## config.mk

```make
export PLATFORM = sky130hd
export DESIGN_NAME = uart_packet_rx
export DESIGN_NICKNAME = d
export VERILOG_FILES = /design/src/rtl/uart_packet_rx.sv
export SDC_FILE = /design/constraint.sdc
export NUM_CORES = 1
export LEC_CHECK = 0
export ABC_CLOCK_PERIOD_IN_PS = 2310
export CAP_MARGIN = 20
export CORE_ASPECT_RATIO = 1.75
export CORE_MARGIN = 4
export CORE_UTILIZATION = 40
export CTS_CLUSTER_DIAMETER = 60
export CTS_CLUSTER_SIZE = 8
export DETAILED_ROUTE_END_ITERATION = 12
export HOLD_SLACK_MARGIN = 0.06
export PLACE_DENSITY_LB_ADDON = 0.2
export SLEW_MARGIN = 40
export SYNTH_ARGS = -nofsm -noshare
export SYNTH_HDL_FRONTEND = slang
export SYNTH_SLANG_ARGS = --single-unit
```

## constraint.sdc

```tcl
create_clock -name clk -period 2.31 [get_ports clk]
set_input_delay 0.3465 -clock clk [delete_from_list [all_inputs] [get_ports clk]]
set_output_delay 0.3465 -clock clk [all_outputs]
set_load 0.01 [all_outputs]
```

## src/rtl/uart_packet_rx.sv

```systemverilog
// Receive-side packet assembler: packs PACKET_SIZE words from uart_rx into one wide word
// and presents it on a valid/ready port, with inter-byte timeout and overrun flags.
module uart_packet_rx #(
    parameter int BITS_PER_WORD  = 8,
    parameter int PACKET_SIZE    = 13,
    parameter int TIMEOUT_CYCLES = 200000
) (
    input  logic                                  clk,
    input  logic                                  rst,
    input  logic                                  s_valid,
    input  logic [BITS_PER_WORD-1:0]              s_data,
    output logic                                  m_valid,
    input  logic                                  m_ready,
    output logic [PACKET_SIZE*BITS_PER_WORD-1:0]  m_data,
    output logic [$clog2(PACKET_SIZE+1)-1:0]      word_cnt,
    output logic                                  err_timeout,
    output logic                                  err_overrun
);

    localparam int CNT_W = $clog2(PACKET_SIZE + 1);
    localparam int TMO_W = (TIMEOUT_CYCLES > 2) ? $clog2(TIMEOUT_CYCLES) : 1;
    localparam int PKT_W = PACKET_SIZE * BITS_PER_WORD;
    localparam logic [CNT_W-1:0] LAST_IDX = CNT_W'(PACKET_SIZE - 1);
    localparam logic [CNT_W-1:0] FULL_CNT = CNT_W'(PACKET_SIZE);
    localparam logic [TMO_W-1:0] TMO_LAST = TMO_W'(TIMEOUT_CYCLES - 1);

    typedef enum logic [1:0] {IDLE, COLLECT, FULL} state_t;

    state_t             state_q, state_d;
    logic [CNT_W-1:0]   word_cnt_d;
    logic [TMO_W-1:0]   idle_q, idle_d;
    logic [PKT_W-1:0]   asm_q, asm_d, asm_wr;
    logic [CNT_W-1:0]   wr_idx;
    logic               slot_free;
    logic               load;
    logic               load_from_wr;
    logic               m_valid_d;
    logic [PKT_W-1:0]   m_data_d;
    logic               err_timeout_d;
    logic               err_overrun_d;

    assign slot_free = !m_valid || m_ready;

    // Assembly register with the incoming word merged at wr_idx
    always_comb begin
        asm_wr = asm_q;
        for (int i = 0; i < PACKET_SIZE; i++) begin
            if (wr_idx == CNT_W'(i)) begin
                asm_wr[i*BITS_PER_WORD +: BITS_PER_WORD] = s_data;
            end
        end
    end

    always_ff @(posedge clk) begin
        if (rst) begin
            state_q     <= IDLE;
            word_cnt    <= '0;
            idle_q      <= '0;
            asm_q       <= '0;
            m_valid     <= 1'b0;
            m_data      <= '0;
            err_timeout <= 1'b0;
            err_overrun <= 1'b0;
        end else begin
            state_q     <= state_d;
            word_cnt    <= word_cnt_d;
            idle_q      <= idle_d;
            asm_q       <= asm_d;
            m_valid     <= m_valid_d;
            m_data      <= m_data_d;
            err_timeout <= err_timeout_d;
            err_overrun <= err_overrun_d;
        end
    end

    always_comb begin
        state_d       = state_q;
        word_cnt_d    = word_cnt;
        idle_d        = idle_q;
        asm_d         = asm_q;
        wr_idx        = '0;
        load          = 1'b0;
        load_from_wr  = 1'b0;
        err_timeout_d = 1'b0;
        err_overrun_d = 1'b0;
        case (state_q)
            IDLE: begin
                if (s_valid) begin
                    asm_d      = asm_wr;
                    word_cnt_d = CNT_W'(1);
                    idle_d     = '0;
                    state_d    = COLLECT;
                end
            end
            COLLECT: begin
                wr_idx = word_cnt;
                if (s_valid) begin
                    asm_d  = asm_wr;
                    idle_d = '0;
                    if (word_cnt == LAST_IDX) begin
                        if (slot_free) begin
                            load         = 1'b1;
                            load_from_wr = 1'b1;
                            word_cnt_d   = '0;
                            state_d      = IDLE;
                        end else begin
                            word_cnt_d = FULL_CNT;
                            state_d    = FULL;
                        end
                    end else begin
                        word_cnt_d = word_cnt + CNT_W'(1);
                    end
                end else if (idle_q == TMO_LAST) begin
                    word_cnt_d    = '0;
                    idle_d        = '0;
                    err_timeout_d = 1'b1;
                    state_d       = IDLE;
                end else begin
                    idle_d = idle_q + TMO_W'(1);
                end
            end
            FULL: begin
                // A word arriving with the load starts the next packet instead of being dropped
                if (slot_free) begin
                    load       = 1'b1;
                    word_cnt_d = '0;
                    state_d    = IDLE;
                    if (s_valid) begin
                        asm_d      = asm_wr;
                        word_cnt_d = CNT_W'(1);
                        idle_d     = '0;
                        state_d    = COLLECT;
                    end
                end else if (s_valid) begin
                    err_overrun_d = 1'b1;
                end
            end
            default: begin
                state_d    = IDLE;
                word_cnt_d = '0;
                idle_d     = '0;
            end
        endcase
    end

    always_comb begin
        m_valid_d = m_valid && !m_ready;
        m_data_d  = m_data;
        if (load) begin
            m_valid_d = 1'b1;
            m_data_d  = load_from_wr ? asm_wr : asm_q;
        end
    end

endmodule

```

# Word level (Yosys, flattened, before mapping)
# Index checks and enable logic that the tools add are counted.
[totals]
elab_cells = 92
register_bits = 235
in_bits = 12
out_inout_bits = 111
[classes]
bitwise = 2
addsub = 2
n_eq_ne = 20
n_reduce_logical = 13
mux = 47
[op_table]
columns = ["operator", "n"]
rows = [
  ["2-to-1 mux 104 bit", 3],
  ["one-hot mux 104 bit (2 select lines)", 1],
  ["2-to-1 mux 8 bit", 13],
  ["2-to-1 mux 18 bit", 4],
  ["one-hot mux 18 bit (3 select lines)", 1],
  ["2-to-1 mux 4 bit", 7],
  ["equality test 4 bit (second input constant)", 6],
  ["adder 18 x 1 -> 18 bit (second input constant)", 1],
  ["equality test 18 bit (second input constant)", 1],
  ["equality test 4 x 3 -> 1 bit (second input constant)", 4],
  ["2-to-1 mux 2 bit", 6],
  ["one-hot mux 4 bit (3 select lines)", 1],
  ["2-to-1 mux 1 bit", 9],
  ["equality test 4 x 2 -> 1 bit (second input constant)", 2],
  ["!= test 3 bit (second input constant)", 2],
  ["one-hot mux 2 bit (3 select lines)", 1],
  ["OR reduction 3 bit", 2],
  ["adder 4 x 1 -> 4 bit (second input constant)", 1],
  ["equality test 4 x 1 -> 1 bit (second input constant)", 1],
  ["logical NOT 4 bit", 1],
  ["!= test 2 bit (second input constant)", 2],
  ["AND reduction 4 bit", 1],
  ["AND reduction 3 bit", 1],
  ["equality test 2 x 1 -> 1 bit (second input constant)", 1],
  ["other kinds (10)", 12],
]

# Longest topological paths before layout
[depth]
word_depth = 7
ltp_mapped = 10
mapped_depth_nobuf = 7

# Worst setup path before layout
# No wires, ideal clock.
[synth_timing]
path_type = "register to register"
from = "register word_cnt[0]"
to = "register m_data[0]"
required_time_ns = 2.240
n_path_buf = 3
slack_ns = 0.233
t_arrival_ns = 2.006
period_less_slack_ns = 2.077
setup_time_ns = 0.070
stages_incl_launch_ff = 11
path_cell_list = "dfxtp_1 > buf_2 > inv_1 > ha_1 > nand3_1 > nor2_1 > o211ai_2 > buf_2 > buf_2 > nand2_1 > a21oi_1"
[synth_between]
elab_chain_cells = 5
word_cells_on_any_way = 9
cone_classes = "1 x eq/ne; 7 x mux; 1 x reduce/logical"
[synth_lines]
columns = ["element", "line_no", "source"]
rows = [
  ["from (decl)", "15", "output logic [$clog2(PACKET_SIZE+1)-1:0] word_cnt,"],
  ["from (signal assigned)", "66", "word_cnt <= word_cnt_d;"],
  ["equality test 4 bit", "100", "if (word_cnt == LAST_IDX) begin"],
  ["2-to-1 mux 1 bit", "100", ""],
  ["2-to-1 mux 1 bit", "97", "if (s_valid) begin"],
  ["2-to-1 mux 1 bit", "86", "case (state_q)"],
  ["2-to-1 mux 104 bit", "151", "m_data_d = load_from_wr ? asm_wr : asm_q;"],
  ["to (signal assigned)", "70", "m_data <= m_data_d;"],
  ["to (decl)", "14", "output logic [PACKET_SIZE*BITS_PER_WORD-1:0] m_data,"],
]
# Parallel ways exist; a longest one is shown, timed or not.
# A chain may end at the register's enable or synchronous reset.

# Final worst setup path
[layout_timing]
from = "register state_q[0]"
to = "register idle_q[7]"
[layout_between]
elab_chain_cells = 2
word_cells_on_any_way = 5
cone_classes = "3 x eq/ne; 1 x mux; 1 x reduce/logical"
[layout_lines]
columns = ["element", "line_no", "source"]
rows = [
  ["from (decl)", "29", "state_t state_q, state_d;"],
  ["from (signal assigned)", "65", "state_q <= state_d;"],
  ["equality test 2 bit, or another cell as far along", "86", ""],
  ["one-hot mux 18 bit (3 select lines) / != test 2 bit (equally long branches)", "n/a", ""],
  ["to (signal assigned)", "67", "idle_q <= idle_d;"],
  ["to (decl)", "31", "logic [TMO_W-1:0] idle_q, idle_d;"],
]
# Parallel ways exist; a longest one is shown, timed or not.

==> metrics.txt <==
first-pass GRT wire length=40,500 um; mapped cell area=9210 um^2; GRT Total Usage=between 10% and 20%; n_diodes=0; drc violations=0; final net count=approximately 1.2k; Seq/Total Area, Yosys=51.1%; Finished Cell Area=11,900 um^2; post-route setup TNS=0 ns; Synth cell types=59; chip height=about 210 um; Filler cells=2,098; CP Launch Point=state_q[0]$_SDFFE_PP0P_; number of synthesized flops with an enable pin=0; number of synthesized register bits=235; Cell Count, Final, Fillers Out=1,487; Yosys top cell area share=51.1%; largest net degree at the start of global routing=77; Max-cap violations=0; CORE AREA=~23,000 um^2; Vias/cell=5.15; TritonCTS clock tree=built; RSZ-0062 raised after global routing=no; I/O pin cnt=123; Synth-to-Final Area Change=28.8%; final setup vio count=0; Leak Pwr=0.00435 uW; cts hold-fix bufs=0; IO Port Bufs=about 120; Placed Cells=1,446; Placement Cell Area=between 10,000 and 15,000 um^2; Pins Over Slew Limit=0; clock root cell=clkbuf_16; routability cong.=0.823; H-Tree Depth=2; CP arrival=2.56 ns; RR Startpoint=state_q[0]$_SDFFE_PP0P_; hold path start=rst; critical path capture point type=flop; Vias=roughly 7.7k; Slew HR=between 50% and 60%; VDD IR max=between 0.0005 and 0.0006 V; Hold Path Class=primary input to flop; Total Wirelength=25,400 um; drt pass-1 iters=5; synth cell count leaders=242 x nand2_1, 235 x dfxtp_1, 138 x a21oi_1; Syn Inst Count=roughly 1.1k; cell type with the highest aggregate area in the netlist=dfxtp_1; final period utilization=91.4%; Num CTS Buffers=35; Tmin final=2.11 ns; Iteration-0 DRC Markers=approximately 430; share of cells above drive strength 1=9.77%; final hold vios=0; # rows=73; DR WL/cell=17.1 um; Yosys warnings=0; WHS=0.296 ns; Antenna Nets Post-Route=0; PD cells=774 nW/um^2; initial antenna violation count=0; async set-reset flop share out of synthesis=0%; critical path peak fanout=9; Data required, critical path=around 2.8 ns; clk buf depth=3; most area-consuming cells after synthesis=dfxtp_1 51%, nand2_1 9.9%, mux2i_1 9.8%, a21oi_1 7.5%, nor2_1 4.1%; Synth Flop Type=dfxtp_1; CP startpoint kind=flop; die area=25,600 um^2; outcome=finished clean; Worst Path Class, Setup=flop to flop; Max Clock Skew=0.0211 ns; Synth Area per Inst=8.74 um^2; vias in the first global route=7,549; Clk pin slew, worst setup/hold paths=~0.05 ns; worst skew pair latency=0.51 ns; maximum achievable frequency=roughly 0.47 GHz; Die X=around 120 um; post-DP HPWL=16,900 um; starting density of the core=40.5%; CTS Sinks=about 240; Worst-Margin Slew=0.645 ns; GRT overflow=0; Post-Syn Nets=1,072; count leader, synth=nand2_1
-- per-stage QoR --
stage	utilization, %	total power, uW	setup WS (ns)
floorplan	-	4490	0.233
global placement	47.9	4690	-0.0750
detailed placement	47.9	4690	-0.110
CTS	52.1	9290	0.0752
global route	52.2	9500	0.0495
finish	52.2	9180	0.199
-- per-layer routing --
metal | vias to the layer above | routed length (um) | track usage (%) | share of wire [%]
met5 | - | 0 | 0 | 0
met4 | 0 | 942 | 8.04 | 3.7
met3 | 60 | 1210 | 4.09 | 4.8
met2 | 175 | 13000 | 34.7 | 51
met1 | 3613 | 10300 | 23.4 | 40
li1 | 3812 | - | - | -
-- power by group --
group | switching, uW | internal [uW] | leakage (uW)
combinational | 337 | 175 | 0.00198
clock | 1700 | 2860 | 0.000470
sequential | 16.6 | 4090 | 0.00189
-- final timing paths --
kind,slack [ns],endpoint,cells after the start
max,0.20,idle_q[7]$_SDFFE_PP0P_,7
min,0.30,asm_q[95]$_SDFFE_PP0P_,2
max reg2reg,0.20,idle_q[7]$_SDFFE_PP0P_,7
min reg2reg,0.44,m_data[69]$_SDFFE_PP0P_,2
-- state kept, by name, indices dropped and copies added, names as in the netlist --
register     flops
m_valid          1
err_overrun      1
err_timeout      1
m_data         104
idle_q          18
asm_q          104
state_q          2
word_cnt         4
-- logic make-up (layout without fill, tap and decap cells) --
logic type	count (synthesis)	after routing	share of synthesized area (%)
adder cells (fa/ha/maj)	7	7	0.951
AO/OA/AOI/OAI	179	179	11.0
buffers and inverters	84	218	4.43
multiplexers	90	90	9.79
flip-flops	235	235	51.1
AND/OR/NAND/NOR	458	458	22.7
-- placed cells by master, fill, tap and decap left out, types with 36 or more instances in the layout --
cell type / instances
nand2_1: 242
dfxtp_1: 235
a21oi_1: 138
clkdlybuf4s50_1: 121
nor2_1: 101
mux2i_1: 90
nand3_1: 43
buf_4: 43
clkbuf_16: 36
-- final cells by class --
class                   count  area, um^2  area share (%)
repair buffers            171        1670            14.0
inverters                   7        26.3           0.222
clock buffers              37         905            7.63
well taps                 300         375            3.16
clock inverters             3        55.1           0.464
multi-input cells         734        4130            34.8
flip-flops and latches    235        4700            39.7
-- timing repair --
| action | in CTS | in global routing |
|---|---|---|
| buffers inserted | 0 | 1 |
| gates resized for setup | 0 | 2 |
| setup endpoints to repair | 0 | 21 |
-- critical path, stage by stage, from the launching register on --
cell and delay (ns):
dfxtp_1 0.40, inv_1 0.08, ha_1 0.21, buf_4 0.18
nor3_1 0.26, o21ai_1 0.29, or4_1 0.54, nand3_1 0.09
Power figures use the tool's default switching activity.
